<file path="config.mk">
export PLATFORM = sky130hd
export DESIGN_NAME = config_loader
export DESIGN_NICKNAME = d
export VERILOG_FILES = /design/src/rtl/config_loader.sv
export SDC_FILE = /design/constraint.sdc
export NUM_CORES = 1
export LEC_CHECK = 0
export BUFFER_PORTS_ARGS = -buffer_cell sky130_fd_sc_hd__buf_2
export CAP_MARGIN = 15
export CORE_MARGIN = 2
export CORE_UTILIZATION = 45
export CTS_CLUSTER_DIAMETER = 80
export DETAILED_ROUTE_END_ITERATION = 10
export PLACE_DENSITY = 0.82
export SETUP_SLACK_MARGIN = 0.5
export SYNTH_ARGS = -nofsm -noshare
export SYNTH_HDL_FRONTEND = slang
export SYNTH_SLANG_ARGS = --single-unit
export TNS_END_PERCENT = 50
</file>
<file path="constraint.sdc">
create_clock -name clk -period 4.1 [get_ports clk]
set_clock_uncertainty 0.05 [all_clocks]
set_input_delay 0.205 -clock clk [delete_from_list [all_inputs] [get_ports clk]]
set_output_delay 0.205 -clock clk [all_outputs]
set_load 0.01 [all_outputs]
</file>
<file path="src/rtl/config_loader.sv">
// Write sequencer for the configuration latch bank: setup / strobe / hold per word.
// Define CONFIG_LOADER_CHECKSUM_EN to add the trailing XOR checksum word and io_error.
module config_loader #(
   parameter int WORD_W        = 32,
   parameter int NUM_WORDS     = 37,
   parameter int CNT_W         = 6,
   parameter int STROBE_CYCLES = 1
) (
   input  logic                 clk,
   input  logic                 reset,
   input  logic                 io_start,
   input  logic                 io_abort,
   input  logic [WORD_W-1:0]    io_word_in,
   input  logic                 io_word_valid,
   output logic                 io_word_ready,
   output logic [WORD_W-1:0]    io_d_out,
   output logic [NUM_WORDS-1:0] io_configs_en,
   output logic                 io_busy,
   output logic                 io_done,
   output logic                 io_error,
   output logic [CNT_W-1:0]     io_word_count
);

   typedef enum logic [2:0] {
      S_IDLE,
      S_LOAD_WAIT,
      S_SETUP,
      S_STROBE,
      S_HOLD,
      S_DONE
`ifdef CONFIG_LOADER_CHECKSUM_EN
      , S_CHECK
`endif
   } state_e;

   localparam logic [CNT_W-1:0]     LAST  = CNT_W'(NUM_WORDS - 1);
   localparam logic [3:0]           SLAST = 4'(STROBE_CYCLES - 1);
   localparam logic [NUM_WORDS-1:0] ONE   = {{(NUM_WORDS-1){1'b0}}, 1'b1};

   state_e               state_q, state_d;
   logic [CNT_W-1:0]     idx_q, idx_d;
   logic [3:0]           scnt_q, scnt_d;
   logic [WORD_W-1:0]    dout_q, dout_d;
   logic [NUM_WORDS-1:0] en_q, en_d;
   logic                 ready_q, ready_d;
   logic                 busy_q, busy_d;
   logic                 done_q, done_d;
   logic                 take;

`ifdef CONFIG_LOADER_CHECKSUM_EN
   logic [WORD_W-1:0]    xor_q, xor_d;
   logic                 err_q, err_d;
`endif

   assign take = ready_q & io_word_valid;

   always_comb begin
      state_d = state_q;
      idx_d   = idx_q;
      scnt_d  = scnt_q;
      dout_d  = dout_q;
`ifdef CONFIG_LOADER_CHECKSUM_EN
      xor_d   = xor_q;
      err_d   = err_q;
`endif
      // Abort wins everywhere, including over a start in IDLE.
      if (io_abort) begin
         state_d = S_IDLE;
      end else begin
         unique case (state_q)
            S_IDLE: begin
               if (io_start) begin
                  idx_d   = '0;
                  state_d = S_LOAD_WAIT;
`ifdef CONFIG_LOADER_CHECKSUM_EN
                  xor_d   = '0;
                  err_d   = 1'b0;
`endif
               end
            end
            S_LOAD_WAIT: begin
               if (take) begin
                  dout_d  = io_word_in;
                  state_d = S_SETUP;
`ifdef CONFIG_LOADER_CHECKSUM_EN
                  xor_d   = xor_q ^ io_word_in;
`endif
               end
            end
            S_SETUP: begin
               scnt_d  = '0;
               state_d = S_STROBE;
            end
            S_STROBE: begin
               if (scnt_q == SLAST) state_d = S_HOLD;
               else scnt_d = scnt_q + 4'd1;
            end
            S_HOLD: begin
               if (idx_q == LAST) begin
`ifdef CONFIG_LOADER_CHECKSUM_EN
                  state_d = S_CHECK;
`else
                  state_d = S_DONE;
`endif
               end else begin
                  idx_d   = idx_q + CNT_W'(1);
                  state_d = S_LOAD_WAIT;
               end
            end
`ifdef CONFIG_LOADER_CHECKSUM_EN
            S_CHECK: begin
               if (take) begin
                  err_d   = (io_word_in != xor_q);
                  state_d = S_DONE;
               end
            end
`endif
            S_DONE:  state_d = S_IDLE;
            default: state_d = S_IDLE;
         endcase
      end
      // Outputs are registered, so they are decoded from the next state.
      ready_d = (state_d == S_LOAD_WAIT);
`ifdef CONFIG_LOADER_CHECKSUM_EN
      if (state_d == S_CHECK) ready_d = 1'b1;
`endif
      busy_d = (state_d != S_IDLE);
      done_d = (state_d == S_DONE);
      en_d   = (state_d == S_STROBE) ? (ONE << idx_d) : '0;
   end

   always_ff @(posedge clk or negedge reset) begin
      if (!reset) begin
         state_q <= S_IDLE;
         idx_q   <= '0;
         scnt_q  <= '0;
         dout_q  <= '0;
         en_q    <= '0;
         ready_q <= 1'b0;
         busy_q  <= 1'b0;
         done_q  <= 1'b0;
      end else begin
         state_q <= state_d;
         idx_q   <= idx_d;
         scnt_q  <= scnt_d;
         dout_q  <= dout_d;
         en_q    <= en_d;
         ready_q <= ready_d;
         busy_q  <= busy_d;
         done_q  <= done_d;
      end
   end

`ifdef CONFIG_LOADER_CHECKSUM_EN
   always_ff @(posedge clk or negedge reset) begin
      if (!reset) begin
         xor_q <= '0;
         err_q <= 1'b0;
      end else begin
         xor_q <= xor_d;
         err_q <= err_d;
      end
   end
   assign io_error = err_q;
`else
   assign io_error = 1'b0;
`endif

   assign io_word_ready = ready_q;
   assign io_d_out      = dout_q;
   assign io_configs_en = en_q;
   assign io_busy       = busy_q;
   assign io_done       = done_q;
   assign io_word_count = idx_q;

endmodule
</file>
Word level (Yosys, flattened, before mapping)
Index checks and enable logic that the tools add are counted.
Widths: inputs -> output; s select.
{"block": "classes", "n_addsub": 2, "multipliers": 0, "div_mod_pow": 0, "n_lt_le_gt_ge": 0, "eq_ne": 9, "shift": 1, "n_mux": 13, "bitwise_logic": 2, "n_reduce_logical": 6}
{"operator": "$mux 37", "count": 1}
{"operator": "$shl 1x6->37 const A", "count": 1}
{"operator": "$mux 6", "count": 3}
{"operator": "$mux 3", "count": 5}
{"operator": "$pmux 3 s5", "count": 1}
{"operator": "$pmux 6 s2", "count": 1}
{"operator": "$eq 3x2->1 const B", "count": 3}
{"operator": "$pmux 4 s2", "count": 1}
{"operator": "$add 6x1->6 const B", "count": 1}
{"operator": "$eq 3x1->1 const B", "count": 2}
{"operator": "$eq 3x3->1 const B", "count": 2}
{"operator": "$eq 6x6->1 const B", "count": 1}
{"operator": "$reduce_and 3->1", "count": 2}
{"operator": "$add 4x1->4 const B", "count": 1}
{"operator": "$logic_not 4->1", "count": 1}
{"operator": "$mux 4", "count": 1}
{"operator": "$logic_not 3->1", "count": 1}
{"operator": "$reduce_bool 3->1", "count": 1}
{"operator": "$ne 2x2->1 const B", "count": 1}
{"operator": "$reduce_bool 2->1", "count": 1}
{"operator": "$and 1x1->1", "count": 1}
{"operator": "$not 1->1", "count": 1}
{"block": "totals", "register_bits": 85, "latch_bits": 0, "mem_bits_rw": 0, "mem_bits_ro": 0, "output_inout_bits": 79, "word_cells": 41, "memories": 0}

Depth between registers and ports, before layout
Gate-level depths: netlist of the first run.
{"block": "logic_depth", "ltp_word": 6, "depth_mapped": 9}

Worst setup path after synthesis of the first run
OpenSTA, ideal clock, no wires.
{"block": "synth_timing", "path_type": "reg-to-reg", "startpoint": "reg idx_q[0] (netlist: io_word_count[0])", "endpoint": "reg en_q[22] (netlist: io_configs_en[22])", "t_arrival_ns": 2.047, "required_ns": 3.922, "path_slack_ns": 1.875, "path_stages_with_launch": 10, "path_buffers": 1, "path_cell_list": "dfrtp_1 -> inv_1 -> ha_1 -> and4bb_1 -> clkbuf_1 -> a311o_1 -> a32oi_1 -> inv_1 -> nand2_1 -> nor3_1"}
{"block": "synth_between", "elab_chain_cells": 6, "elab_cells_between_ends": 12, "cone_classes": "1 x add/sub; 2 x eq/ne; 1 x shift; 8 x mux"}
{"item": "start: declaration", "line_no": "41", "rtl": "logic [CNT_W-1:0] idx_q, idx_d;"}
{"item": "start signal: assignment", "line_no": "144", "rtl": "idx_q <= idx_d;"}
{"item": "$add 6x1->6 or $eq 6x6->1 (tied branches)", "line_no": "106, 99"}
{"item": "$mux 6 (*)", "line_no": "99", "rtl": "if (idx_q == LAST) begin"}
{"item": "$pmux 6 s2 (*)", "line_no": "70", "rtl": "unique case (state_q)"}
{"item": "$mux 6 (*)", "line_no": "67", "rtl": "if (io_abort) begin"}
{"item": "net idx_d[1]", "line_no": "41"}
{"item": "$shl 1x6->37 (*)", "line_no": "129", "rtl": "en_d = (state_d == S_STROBE) ? (ONE << idx_d) : '0;"}
{"item": "$mux 37 (*)", "line_no": "129"}
{"item": "net en_d[22]", "line_no": "44", "rtl": "logic [NUM_WORDS-1:0] en_q, en_d;"}
{"item": "end signal: assignment", "line_no": "147", "rtl": "en_q <= en_d;"}
{"item": "end: declaration", "line_no": "44"}
The timed path passes the listed nets; every way through them passes the cells marked *.
A chain may end at the register's enable or synchronous reset.

Worst setup path after layout of the first run
{"block": "layout_timing", "startpoint": "reg idx_q[0] (netlist: io_word_count[0])", "endpoint": "reg en_q[16] (netlist: io_configs_en[16])"}
{"block": "layout_between", "elab_chain_cells": 6, "elab_cells_between_ends": 12, "cone_classes": "1 x add/sub; 2 x eq/ne; 1 x shift; 8 x mux"}
{"item": "$add 6x1->6 or $eq 6x6->1 (tied branches)", "line_no": "106, 99"}
{"item": "$mux 6 or $mux 3 (tied branches)", "line_no": "99"}
{"item": "$pmux 6 s2 or $pmux 3 s5 (tied branches)", "line_no": "70"}
{"item": "$mux 6 or $mux 3 (tied branches)", "line_no": "67"}
{"item": "$shl 1x6->37 or $eq 3x2->1 (tied branches)", "line_no": "129"}
{"item": "$mux 37 (*)", "line_no": "129"}
{"item": "net en_d[16]", "line_no": "44"}
Marked as above.

==> insert_results.sql, run 1 <==
INSERT INTO impl_metrics (metric_group, metric, value, unit) VALUES
('outcome', 'run_status', 'complete, no violations', ''),
('worst_setup_path', 'critical_path.endpoint_type', 'register', ''),
('clock_tree', 'tritoncts', 'built', ''),
('worst_setup_path', 'worst-r2r-setup-slack', '1570', 'ps'),
('clock_tree', 'postCtsHoldBufs', '3', ''),
('finish', 'final_net_count', '424', ''),
('routing', 'vias', '2430', ''),
('sta', 'timing.final.ws_setup', '1566', 'ps'),
('synth', 'synth_flop_cell', 'sky130_fd_sc_hd__dfrtp_1', ''),
('global_route', 'wire_length_of_the_first_global_routing_pass', '11630', 'um'),
('synth', 'yosys_register_bits', '85', ''),
('global_route', 'overflow_left_after_global_routing', '0', ''),
('floorplan', 'start_util', '46.46', '%'),
('synth', 'synth-seq-area-share', '63.13', '%'),
('finish', 'area_growth', '25.62', '%'),
('synth', 'post_synthesis_cell_type_with_the_largest_combined_area', 'sky130_fd_sc_hd__dfrtp_1', ''),
('min_path', 'hold_path_class', 'in -> reg', ''),
('sta', 'setup_tns', '0', 'ps'),
('floorplan', 'die-height', '90.53', 'um'),
('global_route', 'grt_max_degree', '86', ''),
('synth', 'post_synth_most_frequent_cells', '85 x sky130_fd_sc_hd__dfrtp_1, 30 x sky130_fd_sc_hd__mux2_2, 29 x sky130_fd_sc_hd__nor2_1', ''),
('worst_setup_path', 'critical_path_required', '4310', 'ps'),
('finish', 'antenna_cells_inserted', '0', ''),
('floorplan', 'num_io_pins', '116', ''),
('routing', 'route.detailed.drc', '0', ''),
('synth', 'asyncSetResetFlopFracSynth', '100.0', '%'),
('sta', 'drv_slew', '0', ''),
('power_and_ir_drop', 'peakVddDrop', '0.2335', 'mV'),
('worst_setup_path', 'cp_data_arrival_time', '2750', 'ps'),
('clock_tree', 'ctsLongestPathBuffers', '2', ''),
('finish', 'drive_above_1_share', '44.59', '%'),
('sta', 'tightest_slew', '1002', 'ps'),
('sta', 'rsz_0062_raised_after_global_routing', 'no', ''),
('worst_setup_path', 'cp_max_fo', '7', ''),
('global_route', 'number_of_antenna_violations_at_the_first_check_in_global_routing', '0', ''),
('sta', 'maxSlewHeadroom', '33.22', '%'),
('clock_tree', 'clock-root-buffer', 'sky130_fd_sc_hd__clkbuf_8', ''),
('synth', 'synthesis.nets', '310', ''),
('sta', 'fin_crit', '2534', 'ps'),
('run', 'drv.max_cap_violation_count', '0', ''),
('synth', 'netlist-cell-type-count', '48', ''),
('clock_tree', 'htreeDepth', '3', ''),
('floorplan', 'design.core.area', '7253', 'um2'),
('power_and_ir_drop', 'power-per-cell-area', '471.2', 'nW/um2'),
('routing', 'detail_route.wl_per_cell', '14.23', 'um'),
('sta', 'setup_violations', '0', ''),
('placed_design', 'place_congestion', '0.8442', ''),
('clock_tree', 'clk-insertion-delay-late', '350', 'ps'),
('global_route', 'first_global_vias', '2325', ''),
('routing', 'finalWirelength', '6932', 'um'),
('clock_tree', 'cts.sinks', '85', ''),
('floorplan', 'area_of_the_die', '8196', 'um2'),
('clock_tree', 'cts_bufs_inserted', '9', ''),
('sta', 'timing.hold.ws', '24.53', 'ps'),
('routing', 'drt_iter0_drcs', '105', ''),
('worst_setup_path', 'critPathLaunchType', 'register', ''),
('synth', 'ys_warn_count', '0', ''),
('synth', 'synth_top_cell_area_share', '63.13', '%'),
('worst_setup_path', 'startpoint_of_the_worst_slack_reg_to_reg_timing_path', 'io_word_count[0]', ''),
('clock_tree', 'post-cts-setup-buffers', '0', ''),
('placed_design', 'hpwl', '4873', 'um'),
('worst_setup_path', 'critPathLaunch', 'io_word_count[0]', ''),
('routing', 'final_antenna_net_count', '0', ''),
('sta', 'finalCritPeriodShare', '61.80', '%'),
('synth', 'synth_enable_flop_cells', '0', ''),
('clock_tree', 'post_cts.resized_instances', '0', ''),
('placed_design', 'preCtsSetupSlack', '1597', 'ps'),
('power_and_ir_drop', 'p_leak', '2.246', 'nW'),
('sta', 'timing.fmax', '394.7', 'MHz'),
('synth', 'netlist_instances', '269', ''),
('synth', 'post-synth-top-count-cell', 'sky130_fd_sc_hd__dfrtp_1', '');
-- final timing paths --
| kind | cells after the start | to |
|---|---|---|
| max | 7 | io_configs_en[16] |
| min | 2 | io_d_out[18] |
| max reg2reg | 7 | io_configs_en[16] |
| min reg2reg | 1 | io_d_out[6] |
| max in group asynchronous | 2 | io_d_out[31] |
| min in group asynchronous | 2 | io_busy |
-- worst max-delay path, cell delays in order, from the launching register on --
cell                       delay [ps]
sky130_fd_sc_hd__dfrtp_1          470
sky130_fd_sc_hd__inv_1             70
sky130_fd_sc_hd__ha_1             190
sky130_fd_sc_hd__and4bb_1         260
sky130_fd_sc_hd__a311o_1          400
sky130_fd_sc_hd__a32oi_1          440
sky130_fd_sc_hd__nand2_1          300
sky130_fd_sc_hd__nor3_1           280
-- report_power, final --
part           internal (mW)  switching, mW
logic                  0.183          0.175
registers              0.960         0.0640
clock network          0.296          0.316
-- cells in the final DEF (no fill, tap or decap), types with 2 or more instances in the layout --
master                          Yosys  layout
sky130_fd_sc_hd__nand4_1            5       5
sky130_fd_sc_hd__mux2_1             2       2
sky130_fd_sc_hd__or4b_4             2       2
sky130_fd_sc_hd__dfrtp_1           85      85
sky130_fd_sc_hd__inv_1             13      13
sky130_fd_sc_hd__o21ai_0            7       7
sky130_fd_sc_hd__nor3_1            19      19
sky130_fd_sc_hd__mux2_2            30      30
sky130_fd_sc_hd__a21oi_1            5       5
sky130_fd_sc_hd__o21a_1             2       2
sky130_fd_sc_hd__dlygate4sd3_1      0       3
sky130_fd_sc_hd__a211oi_1           3       3
sky130_fd_sc_hd__nor2_1            29      29
sky130_fd_sc_hd__inv_8              0       3
sky130_fd_sc_hd__nand3_1            8       8
sky130_fd_sc_hd__buf_2              3     113
sky130_fd_sc_hd__clkinvlp_4         0       2
sky130_fd_sc_hd__clkbuf_8           0       9
sky130_fd_sc_hd__nand2_1           13      13
sky130_fd_sc_hd__ha_1               4       4
-- layout make-up --
| cell class | count | area (um2) |
|---|---|---|
| fillers | 593 | 3020 |
| flip-flops and latches | 85 | 2127 |
| multi-input cells | 156 | 1115 |
| repair buffers | 117 | 603.1 |
| clock buffers | 9 | 123.9 |
| well taps | 99 | 123.9 |
| clock inverters | 7 | 87.58 |
| inverters | 14 | 52.55 |
-- sequential cells by signal, summed over array words and instances, names as in the netlist --
register and count:
io_word_ready 1, io_busy 1, scnt_q 4, state_q 3
io_d_out 32, io_done 1, io_configs_en 37, io_word_count 6
-- through the flow --
step	instance area [um2]	total power [mW]	utilization, %	std cells
floorplan	3369	1.233	-	269
global placement	3991	1.381	55.03	468
detailed placement	3991	1.403	55.03	468
CTS	4233	2.017	58.36	487
global route	4233	2.103	58.36	487
finish	4233	1.995	58.36	487
-- layer usage --
layer  up-vias  GRT usage (%)  routed length, um
li1       1157              -                  -
met4         0          5.385                 89
met1      1164          24.62               3087
met2       102          27.49               3301
met3         7          5.342                454
met5         -              0                  0
-- logic make-up after synthesis --
logic type                 after synthesis  synth area share (%)
muxes                                   32                 10.69
other                                    1                0.1113
AOI/OAI and AO/OA                       27                 5.793
buffers and inverters                   28                 3.788
adders and majority gates                4                 1.485
and+or+nand+nor                         92                 15.00
DFF                                     85                 63.13
Power figures use the tool's default switching activity.
==> run 2: changes to the inputs <==
- PLACE_DENSITY: 0.82 -> 0.85
- clock period: 4.1 -> 2.1 ns (I/O delays scaled with it)
==> run 2 against run 1 <==
The run now ends with setup timing left. Count of clock-buffer cells in the layout increased by 1. Total power is 100% higher. Flip-flop and latch count unchanged. Worst hold slack better by 83 ps. Register-to-register slack got worse by 1700 ps. Routed wire length up 39%. Critical path type unchanged. Highest routed layer unchanged.
==> insert_results.sql, run 2 (same netlist as run 1, synthesis figures left out) <==
INSERT INTO impl_metrics (metric_group, metric, value, unit) VALUES
('outcome', 'run_status', 'finished with violations', ''),
('outcome', 'violated_checks', 'setup timing', ''),
('finish', 'max_ffs_per_register', '37', ''),
('finish', 'antenna_cells_inserted', '0', ''),
('placed_design', 'hpwl', '5504', 'um'),
('sta', 'finalCritPeriodShare', '105.0', '%'),
('sta', 'drv_slew', '0', ''),
('floorplan', 'start_util', '46.46', '%'),
('global_route', 'grt_max_degree', '53', ''),
('sta', 'maxSlewHeadroom', '56.21', '%'),
('finish', 'area_growth', '50.91', '%'),
('worst_setup_path', 'critical_path.endpoint_type', 'register', ''),
('power_and_ir_drop', 'power.switching', '1.148', 'mW'),
('worst_setup_path', 'worst-r2r-setup-slack', '-110', 'ps'),
('run', 'drv.max_cap_violation_count', '0', ''),
('worst_setup_path', 'cp.depth', '6', ''),
('global_route', 'overflow_left_after_global_routing', '0', ''),
('power_and_ir_drop', 'peakVddDrop', '0.3995', 'mV'),
('finish', 'drive_above_1_share', '55.16', '%'),
('sta', 'timing.fmax', '453.3', 'MHz'),
('routing', 'drt_pass1_iterations', '4', ''),
('finish', 'instances_no_fill', '545', ''),
('routing', 'final_antenna_net_count', '0', ''),
('sta', 'setup_violations', '15', ''),
('min_path', 'hp-start', 'io_abort', ''),
('placed_design', 'place_congestion', '0.8621', ''),
('min_path', 'hold_path_class', 'in -> reg', ''),
('clock_tree', 'ctsLongestPathBuffers', '2', ''),
('global_route', 'number_of_antenna_violations_at_the_first_check_in_global_routing', '0', ''),
('floorplan', 'die_width', '90.53', 'um'),
('power_and_ir_drop', 'power-per-cell-area', '791.0', 'nW/um2'),
('routing', 'drt_iter0_drcs', '142', ''),
('min_path', 'hold-path-endpoint', 'io_busy', ''),
('worst_setup_path', 'timing.critical_path.max_delay_family', 'simple AND/OR/NAND/NOR gates', ''),
('min_path', 'min_delay_path_depth', '3', ''),
('placed_design', 'preCtsSetupSlack', '-63.82', 'ps'),
('sta', 'rsz_0062_raised_after_global_routing', 'yes', ''),
('clock_tree', 'tritoncts', 'built', ''),
('worst_setup_path', 'critPathLaunchType', 'register', ''),
('floorplan', 'design.core.area', '7253', 'um2'),
('finish', 'layout.cells.most_common', 'sky130_fd_sc_hd__buf_2', ''),
('power_and_ir_drop', 'clkPwrFrac', '28.9', '%'),
('worst_setup_path', 'reg_to_reg_critical_path_endpoint', 'io_configs_en[24]', ''),
('worst_setup_path', 'timing.critical_path.cells', 'or3_4 > or2_4 > a211oi_4 > buf_4 > nand3_4 > nor3_1', ''),
('worst_setup_path', 'timing.critical_path.slowest_cell_delay', '410', 'ps'),
('placed_design', 'place.port_buffers', '114', ''),
('placed_design', 'dpl.cell_count', '486', ''),
('routing', 'vias', '2850', ''),
('power_and_ir_drop', 'total_power_consumption_of_the_routed_design', '4.022', 'mW'),
('clock_tree', 'cts.sinks', '85', ''),
('sta', 'timing.hold.ws', '107.6', 'ps'),
('sta', 'final-hold-violation-count', '0', ''),
('worst_setup_path', 'cp_data_arrival_time', '2420', 'ps'),
('global_route', 'first_global_vias', '2831', ''),
('floorplan', 'die-height', '90.53', 'um'),
('global_route', 'grt.total_usage', '21.78', '%'),
('clock_tree', 'clock-root-buffer', 'sky130_fd_sc_hd__clkbuf_8', ''),
('power_and_ir_drop', 'sequentialPowerShare', '50.4', '%'),
('routing', 'vias_per_cell', '5.229', ''),
('floorplan', 'num_io_pins', '116', ''),
('clock_tree', 'htreeDepth', '3', ''),
('worst_setup_path', 'critical_path_required', '2320', 'ps'),
('floorplan', 'area_of_the_die', '8196', 'um2'),
('power_and_ir_drop', 'switching_share', '28.53', '%'),
('sta', 'tightest_slew', '656.8', 'ps'),
('power_and_ir_drop', 'p_leak', '2.586', 'nW'),
('power_and_ir_drop', 'internal-power', '2.875', 'mW'),
('worst_setup_path', 'cp_max_fo', '8', ''),
('worst_setup_path', 'startpoint_of_the_worst_slack_reg_to_reg_timing_path', 'state_q[0]', ''),
('sta', 'fin_crit', '2206', 'ps'),
('power_and_ir_drop', 'power_frac_comb', '20.7', '%'),
('clock_tree', 'cts_bufs_inserted', '9', ''),
('finish', 'final_net_count', '482', ''),
('floorplan', 'rows', '31', ''),
('routing', 'detail_route.wl_per_cell', '17.63', 'um'),
('sta', 'timing.final.ws_setup', '-106.0', 'ps'),
('routing', 'finalWirelength', '9607', 'um'),
('clock_tree', 'clk-insertion-delay-late', '360', 'ps'),
('clock_tree', 'cts.reportedPaths.clkPinSlew', '100', 'ps'),
('worst_setup_path', 'cp_num_buf_inv', '1', ''),
('routing', 'route.detailed.drc', '0', ''),
('worst_setup_path', 'path_class', 'reg -> reg', ''),
('worst_setup_path', 'timing.critical_path.slowest_stage_cell', 'sky130_fd_sc_hd__dfrtp_1', ''),
('global_route', 'wire_length_of_the_first_global_routing_pass', '14190', 'um'),
('worst_setup_path', 'timing.reg2reg.worst_path_depth', '6', ''),
('finish', 'final_cell_mix', '113 x sky130_fd_sc_hd__buf_2, 83 x sky130_fd_sc_hd__dfrtp_1, 34 x sky130_fd_sc_hd__dlygate4sd3_1, 29 x sky130_fd_sc_hd__mux2_2, 23 x sky130_fd_sc_hd__nor2_1', '');
## run 2: changes by cell type in the layout (fill, tap and decap cells not counted), moves of 5 or more
cell                            change
sky130_fd_sc_hd__nor3_2            +10
sky130_fd_sc_hd__nor2_2             +5
sky130_fd_sc_hd__inv_1              -5
sky130_fd_sc_hd__nor3_1            -14
sky130_fd_sc_hd__buf_4             +20
sky130_fd_sc_hd__nor2_1             -6
sky130_fd_sc_hd__dlygate4sd3_1     +31
sky130_fd_sc_hd__nand2_1            -5
## run 2: power groups by stage
stage	clock [mW]	combinational, mW	sequential, mW
6_report	1.16	0.833	2.03
5_1_grt	1.26	0.903	2.05
4_1_cts	1.19	0.773	2.00
3_5_place_dp	0	0.721	2.03
3_3_place_gp	0	0.703	2.01
2_1_floorplan	0	0.284	2.13
## run 2: layout make-up
cell class | instances | area [um2]
Fill cell | 466 | 2168
Sequential cell | 85 | 2130
Multi-Input combinational cell | 157 | 1406
Timing Repair Buffer | 174 | 1171
Clock buffer | 10 | 127.6
Tap cell | 99 | 123.9
Clock inverter | 6 | 71.32
Inverter | 14 | 55.05
## run 2: what timing repair did
item,4_1_cts,5_1_grt
hold endpoints to repair,84,0
gates resized for setup,16,38
gates cloned,0,3
pin swaps,7,28
setup buffers,1,5
endpoints found under the setup margin,75,82
hold buffers,34,0
## run 2: per-layer routing
metal / share of wire [%] / vias up / track usage, %
li1: - / 1268 / -
met1: 40 / 1423 / 27.39
met2: 51 / 134 / 36.82
met3: 6.5 / 25 / 4.925
met4: 2.7 / 0 / 8.205
met5: 0 / - / 0
## run 2: tightest hold or removal path, stage by stage
cell and delay (ps):
sky130_fd_sc_hd__buf_2 180, sky130_fd_sc_hd__a21oi_1 80, sky130_fd_sc_hd__o21a_1 110
## run 2: worst max-delay path by stage
| stage | startpoint | end | slack (ps) |
|---|---|---|---|
| 2_1_floorplan | state_q[0] | io_configs_en[28] | 20 |
| 3_3_place_gp | state_q[1] | io_configs_en[32] | -1 |
| 3_5_place_dp | state_q[1] | io_configs_en[27] | -60 |
| 4_1_cts | state_q[1] | io_configs_en[32] | -40 |
| 5_1_grt | state_q[0] | io_configs_en[24] | -200 |
| 6_report | state_q[0] | io_configs_en[24] | -110 |
## run 2: stage by stage
stage	utilization (%)	area [um2]	TNS (ps)
global route	70.11	5085	-3157
finish	70.11	5085	-558.4
floorplan	-	3438	0
detailed placement	57.87	4198	-278.5
CTS	66.45	4820	-169.6
global placement	57.87	4198	-1.169
